File: config.mk
export PLATFORM = sky130hd
export DESIGN_NAME = fa_exerciser
export DESIGN_NICKNAME = d
export VERILOG_FILES = /design/src/rtl/fa_exerciser.sv
export SDC_FILE = /design/constraint.sdc
export NUM_CORES = 1
export LEC_CHECK = 0
export CORE_MARGIN = 3
export CORE_UTILIZATION = 45
export DETAILED_ROUTE_END_ITERATION = 8
export GPL_ROUTABILITY_DRIVEN = 0
export PLACE_DENSITY = 0.67
export SLEW_MARGIN = 5
export SYNTH_ARGS = -nofsm -noshare
export SYNTH_HDL_FRONTEND = slang
export SYNTH_SLANG_ARGS = --single-unit
File: constraint.sdc
create_clock -name clk -period 2.6 [get_ports clk]
set_input_delay 0.39 -clock clk [delete_from_list [all_inputs] [get_ports clk]]
set_output_delay 0.39 -clock clk [all_outputs]
set_load 0.02 [all_outputs]
File: src/rtl/fa_exerciser.sv
// fa_exerciser: on-chip self-test engine for a fuladd-compatible full adder.
// Sweeps all eight {a,b,ci} vectors for PASSES passes, holding each one
// SETTLE+1 cycles, and compares {cry,s} with the arithmetic sum.
//
// Ports:
//   clk             - clock, all state on rising edge
//   rst             - synchronous active-high reset
//   start           - run request, accepted only in idle
//   busy            - high while vectors are applied
//   done            - one-cycle pulse at end of run
//   a, b, ci        - registered stimulus to the adder
//   s, cry          - adder response
//   err_cnt         - saturating mismatch count of current/last run
//   fail            - sticky mismatch flag for the run
//   first_err_vec   - {a,b,ci} of the first mismatch
//   first_err_valid - first_err_vec holds a captured value
module fa_exerciser #(
  parameter int unsigned SETTLE = 1,
  parameter int unsigned PASSES = 1,
  parameter int unsigned ERRW   = 8
) (
  input  logic            clk,
  input  logic            rst,
  input  logic            start,
  output logic            busy,
  output logic            done,
  output logic            a,
  output logic            b,
  output logic            ci,
  input  logic            s,
  input  logic            cry,
  output logic [ERRW-1:0] err_cnt,
  output logic            fail,
  output logic [2:0]      first_err_vec,
  output logic            first_err_valid
);

  localparam logic [3:0] SettleLast = 4'(SETTLE);
  localparam logic [7:0] PassLast   = 8'(PASSES - 1);

  typedef enum logic [1:0] {StIdle, StApply, StDone} state_e;

  state_e            state_q, state_d;
  logic [2:0]        vec_q, vec_d;
  logic [7:0]        pass_q, pass_d;
  logic [3:0]        hold_q, hold_d;
  logic [ERRW-1:0]   err_q, err_d;
  logic              fail_q, fail_d;
  logic [2:0]        fev_q, fev_d;
  logic              fv_q, fv_d;
  logic [1:0]        exp_sum;

  assign exp_sum = 2'(vec_q[2]) + 2'(vec_q[1]) + 2'(vec_q[0]);

  always_comb begin
    state_d = state_q;
    vec_d   = vec_q;
    pass_d  = pass_q;
    hold_d  = hold_q;
    err_d   = err_q;
    fail_d  = fail_q;
    fev_d   = fev_q;
    fv_d    = fv_q;
    unique case (state_q)
      StIdle: begin
        if (start) begin
          state_d = StApply;
          vec_d   = 3'd0;
          pass_d  = 8'd0;
          hold_d  = 4'd0;
          err_d   = '0;
          fail_d  = 1'b0;
          fev_d   = 3'd0;
          fv_d    = 1'b0;
        end
      end
      StApply: begin
        if (hold_q == SettleLast) begin
          hold_d = 4'd0;
          if ({cry, s} != exp_sum) begin
            if (err_q != {ERRW{1'b1}}) err_d = err_q + 1'b1;
            fail_d = 1'b1;
            if (!fv_q) begin
              fev_d = vec_q;
              fv_d  = 1'b1;
            end
          end
          // vec wraps 7 -> 0, so stimulus is already zero on entry to done
          vec_d = vec_q + 3'd1;
          if (vec_q == 3'd7) begin
            if (pass_q == PassLast) state_d = StDone;
            else                    pass_d  = pass_q + 8'd1;
          end
        end else begin
          hold_d = hold_q + 4'd1;
        end
      end
      StDone: state_d = StIdle;
      default: state_d = StIdle;
    endcase
  end

  always_ff @(posedge clk) begin
    if (rst) begin
      state_q <= StIdle;
      vec_q   <= 3'd0;
      pass_q  <= 8'd0;
      hold_q  <= 4'd0;
      err_q   <= '0;
      fail_q  <= 1'b0;
      fev_q   <= 3'd0;
      fv_q    <= 1'b0;
    end else begin
      state_q <= state_d;
      vec_q   <= vec_d;
      pass_q  <= pass_d;
      hold_q  <= hold_d;
      err_q   <= err_d;
      fail_q  <= fail_d;
      fev_q   <= fev_d;
      fv_q    <= fv_d;
    end
  end

  assign busy            = (state_q == StApply);
  assign done            = (state_q == StDone);
  assign a               = vec_q[2];
  assign b               = vec_q[1];
  assign ci              = vec_q[0];
  assign err_cnt         = err_q;
  assign fail            = fail_q;
  assign first_err_vec   = fev_q;
  assign first_err_valid = fv_q;

endmodule

# After elaboration in Yosys (flattened, before gate mapping)
# Index checks and enable logic that the tools add are counted.
op_classes:
  add_sub_neg: 6
  eq_ne: 14
  mux: 28
  n_reduce_logical: 10
ops:
  columns: ["cell", "n"]
  rows:
  - ["two-way mux 8 bit", 7]
  - ["case mux 8 bit (2 select lines)", 2]
  - ["adder 8 x 1 -> 8 bit, second input constant", 2]
  - ["two-way mux 3 bit", 5]
  - ["AND reduction 5 bit", 3]
  - ["case mux 3 bit (2 select lines)", 2]
  - ["inequality test 2 x 1 -> 1 bit, second input constant", 5]
  - ["logical NOT 8 bit", 1]
  - ["two-way mux 2 bit", 4]
  - ["two-way mux 4 bit", 2]
  - ["inequality test 8 bit, second input constant", 1]
  - ["case mux 4 bit (2 select lines)", 1]
  - ["AND reduction 4 bit", 2]
  - ["inequality test 2 bit, second input constant", 3]
  - ["adder 4 x 1 -> 4 bit, second input constant", 1]
  - ["== test 4 x 1 -> 1 bit, second input constant", 1]
  - ["case mux 2 bit (2 select lines)", 1]
  - ["adder 3 x 1 -> 3 bit, second input constant", 1]
  - ["== test 3 bit, second input constant", 1]
  - ["two-way mux 1 bit", 3]
  - ["AND reduction 3 bit", 1]
  - ["adder 1 x 1 -> 2 bit", 1]
  - ["adder 2 x 1 -> 2 bit", 1]
  - ["== test 2 x 1 -> 1 bit, second input constant", 1]
  - ["6 further kinds", 6]
word_totals:
  reg_bits: 29
  in_bits: 5

# Longest topological paths before layout
# Gate-level depths: netlist of the first run.
logic_depth:
  word_depth: 6
  mapped_depth: 7
  ltp_nobuf: 6

# Least setup slack after synthesis of the first run
# Ideal clock, no wire load.
synth_path:
  kind: "flip-flop to flip-flop"
  start: "register vec_q[0]"
  end: "register err_q[2] (netlist: err_cnt[2])"
  arrival_ps: 1938
  slack_ps: 573
  path_stages_with_launch: 6
  path_buffers: 0
  synth_period_minus_slack_ps: 2027
  cell_sequence: "dfxtp_1 > fa_1 > xnor2_1 > a211oi_4 > a21oi_1 > a311oi_2"
synth_between:
  elab_chain_len: 4
synth_rtl:
  columns: ["element", "line", "text"]
  rows:
  - ["start: declaration", "44", "logic [2:0] vec_q, vec_d;"]
  - ["start signal: assignment", "115", "vec_q <= vec_d;"]
  - ["adder 2 x 1 -> 2 bit", "53", "assign exp_sum = 2'(vec_q[2]) + 2'(vec_q[1]) + 2'(vec_q[0]);"]
  - ["inequality test 2 bit", "80", "if ({cry, s} != exp_sum) begin"]
  - ["inequality test 2 x 1 -> 1 bit (no line)", null, null]
  - ["AND reduction 5 bit (no line)", null, null]
  - ["end signal: assignment", "118", "err_q <= err_d;"]
  - ["end: declaration", "47", "logic [ERRW-1:0] err_q, err_d;"]
# Every way passes these cells.
# A chain may end at the register's enable or synchronous reset.

# Final worst setup path of the first run
layout_path:
  start: "register state_q[1]"
  end: "output busy"
layout_between:
  elab_chain_len: 1
layout_rtl:
  columns: ["element", "line", "text"]
  rows:
  - ["start: declaration", "43", "state_e state_q, state_d;"]
  - ["start signal: assignment", "105", "state_q <= StIdle;"]
  - ["start signal: assignment", "114", "state_q <= state_d;"]
  - ["== test 2 x 1 -> 1 bit", "125", "assign busy = (state_q == StApply);"]
  - ["end: declaration", "25", "output logic busy,"]
# Every way passes these cells.

==> metrics.md, run 1 <==
| Metric | Value |
|---|---|
| Initial drt markers | `74` |
| Startpoint types | `flip-flop` |
| Worst-margin pin slew | `0.652 ns` |
| Fin cells | `267` |
| Syn nets | `208` |
| DIE AREA | `4700 um^2` |
| Final Net Count | `231` |
| Layout area overhead | `17.4%` |
| CP arrival | `1.81 ns` |
| Area of the multi-input gates | `1070 um^2` |
| I/O Buffers | `22` |
| Post-CTS Hold Buffers | `0` |
| Synth area leaders | `dfxtp_1, ha_1, nand3_1` |
| Setup violations, final | `0` |
| Final hold vios | `0` |
| Max Cap Viol | `0` |
| Final Cycle Share | `0.846` |
| Net Switching | `250 uW` |
| CTS tree | `done` |
| Antenna Cells | `0` |
| RSZ-0062 raised after global routing | `no` |
| Top FF cell, synth | `dfxtp_1` |
| Wirelength per Cell | `15.7 um` |
| Placed Area | `1980 um^2` |
| Overflow after GRT | `0` |
| Fin util | `0.556` |
| Flops & latches, synth | `29` |
| Peak supply drop | `0.283 mV` |
| Fin crit period | `2.20 ns` |
| Synthesized cell area | `1760 um^2` |
| GRT Util Overall | `0.213` |
| Post-Route Setup TNS | `0 ns` |
| Leading area contributor after synthesis | `dfxtp_1` |
| Internal | `676 uW` |
| CTS max path bufs | `2` |
| DPL Wire Length | `3020 um` |
| Class of the worst hold path | `reg -> reg` |
| Combinational power share | `0.121` |
| Core area | `3720 um^2` |
| Root buffer selected by CTS | `clkbuf_8` |
| Number of flops mapped to enable cells by yosys | `0` |
| Chip Width | `68.5 um` |
| Most frequent cells in the layout | `dfxtp_1, clkdlybuf4s50_1, nand3_1, a21oi_1, nor2_1` |
| Site row count | `22` |
| Worst EP required | `2.21 ns` |
| Largest net degree at the start of global routing | `16` |
| Clock share of power | `0.384` |
| Initial DRT Pass Iterations | `4` |
| Fraction of registers with async set/reset | `0` |
| Critical Path Fanout Max | `14` |
| Share of cells above drive strength 1 | `0.114` |
| Hold WS | `0.481 ns` |
| Post-place setup slack | `0.360 ns` |
| Vias in the first global route | `1585` |
| P_leak | `0.686 nW` |
| First-pass GRT wire length | `7530 um` |
| Fill count | `354` |
| Chip height | `68.5 um` |
| I/O pin count | `23` |
| Total CTS buffers | `5` |
| Fmax | `455 MHz` |
| Share of the synthesized area in the top cell type | `0.330` |
| Starting Density | `0.473` |
| Outcome | `finished, final reports clean` |
| Worst setup path class | `reg -> out` |
| DP Cell Count | `259` |
| Fin area | `2070 um^2` |
| H-tree levels | `2` |
| Register area | `581 um^2` |
| Sw Ratio | `0.270` |
| Mapped Cells | `195` |
| Post-synthesis sequential area ratio | `0.330` |
| Total wire length | `4200 um` |
| Syn. warnings | `0` |
| ANT nets after route | `0` |
| Commonest non-fill, non-tap cell in the layout | `dfxtp_1` |
| Vias/cell | `5.90` |
| Initial antenna violation count | `0` |
| Worst slew margin | `0.559` |
| Worst skew pair latency | `0.28 ns` |
| Clock sink count | `29` |
| Final worst slack | `0.402 ns` |
| Crit. End Element | `output port` |
| Pwr dens | `448 nW/um^2` |
| Syn_area_per_cell | `9.02 um^2` |
| # resized after CTS | `0` |
| Number of distinct library cells after synthesis | `57` |
| DRC violations left | `0` |
| Fin. max-slew vios | `0` |
| Clock transition at path regs | `0.06 ns` |
| Sequential Power Share | `0.494` |
| Post-Route Skew | `0.00532 ns` |
| Via Count | `1575` |
| Post CTS Setup Buffer Count | `0` |
| Tot Pwr | `926 uW` |
## worst paths after layout
kind | from | to | slack [ns] | cells past startpoint
max reg2reg | vec_q[0] | err_cnt[2] | 0.43 | 5
min | first_err_vec[1] | first_err_vec[1] | 0.48 | 2
min reg2reg | first_err_vec[1] | first_err_vec[1] | 0.48 | 2
max | state_q[1] | busy | 0.40 | 3
## worst max-delay path, stage by stage, from the launching register on
cell and delay [ns]:
dfxtp_1 0.51, nand2b_1 0.31, clkinv_8 0.14, clkdlybuf4s50_1 0.56
## logic make-up (layout without fill, tap and decap cells)
| logic type | count (synthesis) | in the layout | share of synthesized area |
|---|---|---|---|
| compound gates | 59 | 59 | 0.255 |
| xor+xnor | 6 | 6 | 0.0299 |
| fa+ha+maj | 8 | 8 | 0.0612 |
| buf+inv | 15 | 39 | 0.0626 |
| flops | 29 | 29 | 0.330 |
| mux | 1 | 1 | 0.00569 |
| simple gates | 77 | 77 | 0.255 |
## cell type report
| type | instances | area share |
|---|---|---|
| multi-input cells | 151 | 0.517 |
| flip-flops and latches | 29 | 0.281 |
| repair buffers | 24 | 0.114 |
| clock buffers | 6 | 0.0351 |
| well taps | 48 | 0.0291 |
| inverters | 7 | 0.0188 |
| clock inverters | 2 | 0.00485 |
## layer usage
layer  share of wire  up-vias  GRT usage  wire length [um]
li1                -      778          -                 -
met1            0.45      759      0.276              1880
met2            0.49       33      0.344              2070
met3           0.048        5     0.0583               200
met4           0.011        0     0.0645                48
met5               0        -          0                 0
## power groups by stage
stage | Sequential, mW | Combinational [mW] | Clock [mW]
2_1_floorplan | 0.465 | 0.0881 | 0
3_3_place_gp | 0.466 | 0.110 | 0
3_5_place_dp | 0.467 | 0.112 | 0
4_1_cts | 0.457 | 0.113 | 0.364
5_1_grt | 0.459 | 0.126 | 0.383
6_report | 0.458 | 0.112 | 0.356
## cell usage after synthesis (2+ instances only)
master and n:
a211oi_1 5, a21o_1 2, a21oi_1 13, a31oi_1 4
a41oi_1 6, buf_4 2, buf_6 3, dfxtp_1 29
ha_1 7, inv_1 6, nand2_1 10, nand2b_1 9
nand3_1 15, nand3b_1 2, nand4_1 2, nand4b_1 2
nor2_1 12, nor2b_1 2, nor3_1 7, nor4_1 3
o211ai_1 4, o21ai_0 7, o21ba_2 2, o22ai_1 2
o31ai_1 2, or3_1 2, xnor2_1 3, xor2_1 3
## flip-flops by register name (all words and copies together) (netlist names)
register         cells
err_cnt              8
pass_q               8
hold_q               4
first_err_vec        3
vec_q                3
state_q              2
first_err_valid      1
Power figures use the tool's default switching activity.
==> run 2, diff against run 1 <==
==> constraint.sdc (replaced) <==
create_clock -name clk -period 2.3 [get_ports clk]
set_input_delay 0.345 -clock clk [delete_from_list [all_inputs] [get_ports clk]]
set_output_delay 0.345 -clock clk [all_outputs]
set_load 0.02 [all_outputs]
==> metrics.md, run 2 (same netlist as run 1, synthesis figures left out) <==
| Metric | Value |
|---|---|
| H-tree levels | `2 (unchanged)` |
| GRT Util Overall | `0.204 (-0.00924)` |
| Fin area | `2090 um^2 (+1.3%)` |
| Sequential Power Share | `0.488 (-0.006)` |
| Initial drt markers | `114 (+54%)` |
| Chip Width | `68.5 um (unchanged)` |
| Class of the worst hold path | `reg -> reg` |
| Post-Route Skew | `0.00339 ns (-0.00194 ns)` |
| Hold WS | `0.492 ns (+0.0113 ns)` |
| Final worst slack | `0.195 ns (-0.206 ns)` |
| Worst setup path class | `reg -> reg` |
| Combinational power share | `0.130 (+0.009)` |
| Initial antenna violation count | `0 (unchanged)` |
| Worst slew margin | `0.599 (+0.0400)` |
| Total CTS buffers | `5 (unchanged)` |
| Clock share of power | `0.382 (-0.002)` |
| P_leak | `0.701 nW (+2.2%)` |
| Wirelength per Cell | `15.6 um (-0.82%)` |
| Antenna Cells | `0 (unchanged)` |
| Max Cap Viol | `0 (unchanged)` |
| RSZ-0062 raised after global routing | `no` |
| # resized after CTS | `0 (unchanged)` |
| Layout area overhead | `19.0%` |
| Internal | `773 uW (+14%)` |
| Core area | `3720 um^2 (unchanged)` |
| Fin. max-slew vios | `0 (unchanged)` |
| I/O Buffers | `22 (unchanged)` |
| Placed Area | `2010 um^2 (+1.5%)` |
| Peak supply drop | `0.277 mV (-1.9%)` |
| First-pass GRT wire length | `7190 um (-4.6%)` |
| Overflow after GRT | `0 (unchanged)` |
| DRC violations left | `0 (unchanged)` |
| Fin crit period | `2.10 ns` |
| I/O pin count | `23 (unchanged)` |
| Clock transition at path regs | `0.06 ns (about the same)` |
| Chip height | `68.5 um (unchanged)` |
| Root buffer selected by CTS | `clkbuf_8` |
| Starting Density | `0.473 (unchanged)` |
| Startpoint types | `flip-flop` |
| Total wire length | `4230 um (+0.67%)` |
| Worst EP required | `2.48 ns (+0.27 ns)` |
| Post-Route Setup TNS | `0 ns (unchanged)` |
| DIE AREA | `4700 um^2 (unchanged)` |
| DPL Wire Length | `3060 um (+1.5%)` |
| Outcome | `finished, final reports clean` |
| Vias in the first global route | `1532 (-3.3%)` |
| Vias/cell | `5.92 (+0.34%)` |
| Setup violations, final | `0 (unchanged)` |
| Fmax | `475 MHz` |
| ANT nets after route | `0 (unchanged)` |
| Final Cycle Share | `0.915` |
| Net Switching | `279 uW (+11%)` |
| Final Net Count | `235 (+1.7%)` |
| Final hold vios | `0 (unchanged)` |
| Fill count | `349 (-1.4%)` |
| Clock sink count | `29 (unchanged)` |
| CTS max path bufs | `2 (unchanged)` |
| Initial DRT Pass Iterations | `4 (unchanged)` |
| Largest net degree at the start of global routing | `20 (+4)` |
| Pwr dens | `502 nW/um^2 (+12%)` |
| Share of cells above drive strength 1 | `0.121 (+0.00692)` |
| Crit. End Element | `flip-flop` |
| Worst-margin pin slew | `0.593 ns (-0.0592 ns)` |
| Via Count | `1604 (+1.8%)` |
| Post-CTS Hold Buffers | `0 (unchanged)` |
| Post-place setup slack | `0.201 ns (-0.159 ns)` |
| CP arrival | `2.28 ns (+0.47 ns)` |
| Critical Path Fanout Max | `12 (-2)` |
| Site row count | `22 (unchanged)` |
| Worst skew pair latency | `0.28 ns (about the same)` |
| Post CTS Setup Buffer Count | `0 (unchanged)` |
| Commonest non-fill, non-tap cell in the layout | `dfxtp_1` |
| Sw Ratio | `0.265 (-0.00503)` |
| CTS tree | `done` |
| Most frequent cells in the layout | `dfxtp_1, clkdlybuf4s50_1, nand3_1, a21oi_1, nor2_1` |
run 2: cell types whose count changed in the layout (fill, tap and decap cells not counted):
cell	before	now
clkinv_2	2	0
clkbuf_1	1	3
buf_4	2	6
run 2: worst max-delay path: stages (launching register included):
cell	delay (ns)
dfxtp_1	0.43
ha_1	0.26
or3b_4	0.44
o21ai_2	0.46
a21boi_0	0.19
o21ba_2	0.23
run 2: path summary, 6_finish.rpt:
path / start / endpoint / slack, ns / cells after the start
min: first_err_vec[1] / first_err_vec[1] / 0.49 / 2
max: hold_q[0] / first_err_valid / 0.20 / 5
min reg2reg: first_err_vec[1] / first_err_vec[1] / 0.49 / 2
max reg2reg: hold_q[0] / first_err_valid / 0.20 / 5
run 2: final cells by class:
class                           instances  area (um^2)  share of cell area
Timing Repair Buffer                   28          265               0.127
Tap cell                               48         60.1              0.0287
Inverter                                7         38.8              0.0185
Clock buffer                            8         80.1              0.0383
Sequential cell                        29          581               0.277
Multi-Input combinational cell        151         1070               0.510
run 2: stage by stage:
step | power (mW) | instances | utilization
global placement | 0.656 | 263 | 0.542
CTS | 1.06 | 271 | 0.563
finish | 1.05 | 271 | 0.563
detailed placement | 0.659 | 263 | 0.542
global route | 1.10 | 271 | 0.563
floorplan | 0.625 | 195 | -
run 2: routing by layer:
| layer | global-route usage | share of wire |
|---|---|---|
| met1 | 0.274 | 0.46 |
| met5 | 0 | 0 |
| met4 | 0.0918 | 0.019 |
| met2 | 0.299 | 0.46 |
| met3 | 0.0600 | 0.057 |
run 2: power groups by stage:
stage          Sequential (mW)  Clock (mW)  Combinational (mW)
2_1_floorplan            0.526           0              0.0996
3_3_place_gp             0.524           0               0.132
3_5_place_dp             0.524           0               0.135
4_1_cts                  0.513       0.413               0.135
5_1_grt                  0.514       0.439               0.148
6_report                 0.513       0.402               0.137
==> run 3, diff against run 2 <==
--- a/config.mk
+++ b/config.mk
@@ -10,6 +10,7 @@
 export DETAILED_ROUTE_END_ITERATION = 8
 export GPL_ROUTABILITY_DRIVEN = 0
 export PLACE_DENSITY = 0.67
+export SKIP_LAST_GASP = 1
 export SLEW_MARGIN = 5
 export SYNTH_ARGS = -nofsm -noshare
 export SYNTH_HDL_FRONTEND = slang
==> constraint.sdc (replaced) <==
create_clock -name clk -period 2.4 [get_ports clk]
set_input_delay 0.36 -clock clk [delete_from_list [all_inputs] [get_ports clk]]
set_output_delay 0.36 -clock clk [all_outputs]
set_load 0.02 [all_outputs]
==> metrics.md, run 3 (same netlist as run 1, synthesis figures left out) <==
| Metric | Value |
|---|---|
| Outcome | `finished, final reports clean` |
| Total CTS buffers | `5 (unchanged)` |
| Chip Width | `68.5 um (unchanged)` |
| Pwr dens | `497 nW/um^2 (-1.1%)` |
| Antenna Cells | `0 (unchanged)` |
| Fill count | `356 (+2.0%)` |
| Post CTS Setup Buffer Count | `0 (unchanged)` |
| Core area | `3720 um^2 (unchanged)` |
| ANT nets after route | `0 (unchanged)` |
| Startpoint types | `flip-flop` |
| Fin area | `2080 um^2 (-0.42%)` |
| Share of cells above drive strength 1 | `0.118 (-0.00289)` |
| # resized after CTS | `0 (unchanged)` |
| Post-Route Skew | `0.00762 ns (+0.00423 ns)` |
| DPL Wire Length | `3150 um (+3.0%)` |
| Cell Chain, Critical Path | `nand2b_1 > clkinv_8 > clkdlybuf4s50_1` |
| Post-CTS Hold Buffers | `0 (unchanged)` |
| DIE AREA | `4700 um^2 (unchanged)` |
| Largest net degree at the start of global routing | `16 (-20%)` |
| Commonest non-fill, non-tap cell in the layout | `dfxtp_1` |
| Final worst slack | `0.229 ns (+0.0343 ns)` |
| Root buffer selected by CTS | `clkbuf_8` |
| Site row count | `22 (unchanged)` |
| Fmax | `461 MHz` |
| RSZ-0062 raised after global routing | `no` |
| CTS tree | `done` |
| Worst slew margin | `0.512 (-0.0875)` |
| First-pass GRT wire length | `7450 um (+3.6%)` |
| Layout area overhead | `18.5%` |
| DRC violations left | `0 (unchanged)` |
| Slowest cell on the critical path | `clkdlybuf4s50_1` |
| GRT Util Overall | `0.214 (+0.00994)` |
| Placed Area | `2000 um^2 (-0.75%)` |
| Final Cycle Share | `0.904` |
| Starting Density | `0.473 (unchanged)` |
| Worst EP required | `2.04 ns (-0.44 ns)` |
| Overflow after GRT | `0 (unchanged)` |
| Crit path buffers/inverters | `2 (+2)` |
| Vias in the first global route | `1579 (+3.1%)` |
| Most frequent cells in the layout | `dfxtp_1, clkdlybuf4s50_1, nand3_1, a21oi_1, nor2_1` |
| Worst skew pair latency | `0.28 ns (about the same)` |
| Class of the worst hold path | `reg -> reg` |
| Initial antenna violation count | `0 (unchanged)` |
| Chip height | `68.5 um (unchanged)` |
| Post-Route Setup TNS | `0 ns (unchanged)` |
| Clock sink count | `29 (unchanged)` |
| H-tree levels | `2 (unchanged)` |
| Final Net Count | `233 (-0.85%)` |
| Peak supply drop | `0.292 mV (+5.2%)` |
| Initial DRT Pass Iterations | `4 (unchanged)` |
| Setup violations, final | `0 (unchanged)` |
| Worst-margin pin slew | `0.722 ns (+0.129 ns)` |
| Hold WS | `0.478 ns (-0.0142 ns)` |
| CP arrival | `1.81 ns (-0.47 ns)` |
| Via Count | `1573 (-1.9%)` |
| Post-place setup slack | `0.183 ns (-0.0178 ns)` |
| Worst setup path class | `reg -> out` |
| I/O Buffers | `22 (unchanged)` |
| Total wire length | `4330 um (+2.3%)` |
| Crit-path leading delay family | `buffers and inverters` |
| Max Cap Viol | `0 (unchanged)` |
| Vias/cell | `5.87 (-0.83%)` |
| Fin. max-slew vios | `0 (unchanged)` |
| P_leak | `0.695 nW (-0.81%)` |
| CTS max path bufs | `2 (unchanged)` |
| Final hold vios | `0 (unchanged)` |
| Clock transition at path regs | `0.06 ns (about the same)` |
| I/O pin count | `23 (unchanged)` |
| Max incr delay on CP | `0.56 ns (+0.10 ns)` |
| Wirelength per Cell | `16.2 um (+3.5%)` |
| Crit. End Element | `output port` |
| Critical Path Fanout Max | `14 (+2)` |
| Initial drt markers | `94 (-18%)` |
| Fin crit period | `2.17 ns` |
run 3: cell types whose count changed in the layout (fill, tap and decap cells not counted), sizes merged:
cell    before  now
buf          6    4
clkbuf       8    7
run 3: path summary, 6_finish.rpt:
kind / from / to / slack [ns] / depth (start not counted)
hold / removal: first_err_vec[1] / first_err_vec[1] / 0.48 / 2
setup reg to reg: vec_q[1] / err_cnt[2] / 0.30 / 5
setup / recovery: state_q[1] / busy / 0.23 / 3
hold reg to reg: first_err_vec[1] / first_err_vec[1] / 0.48 / 2
run 3: worst register-to-register path, delay by kind of cell (launching register included):
family / cells / cell delay [ns]
compound gates: 3 / 0.86
xor+xnor: 1 / 0.22
fa+ha+maj: 1 / 0.50
flops: 1 / 0.43
run 3: cell type report:
class / instances / area (um^2) / share of cell area
multi-input combinational: 151 / 1070 / 0.513
sequential: 29 / 581 / 0.279
timing repair buffer: 26 / 250 / 0.120
clock buffer: 7 / 86.3 / 0.0414
tap: 48 / 60.1 / 0.0288
inverter: 7 / 38.8 / 0.0186
run 3: power breakdown:
group | switching (mW) | leakage [nW] | internal, mW
Clock | 0.187 | 0.0443 | 0.227
Sequential | 0.00828 | 0.234 | 0.486
Combinational | 0.0795 | 0.417 | 0.0473
run 3: routing by layer:
| layer | vias to the layer above | global-route usage | share of wire |
|---|---|---|---|
| met5 | - | 0 | 0 |
| met4 | 0 | 0.0968 | 0.0062 |
| met3 | 4 | 0.0470 | 0.042 |
| met2 | 45 | 0.362 | 0.51 |
| met1 | 746 | 0.257 | 0.45 |
| li1 | 778 | - | - |
run 3: metrics by stage:
step                      instances  utilization  total power [mW]
after global routing            268        0.561              1.08
final                           268        0.561              1.04
after CTS                       268        0.561              1.04
after detailed placement        261        0.538             0.631
after floorplan                 195            -             0.599
after global placement          261        0.538             0.626
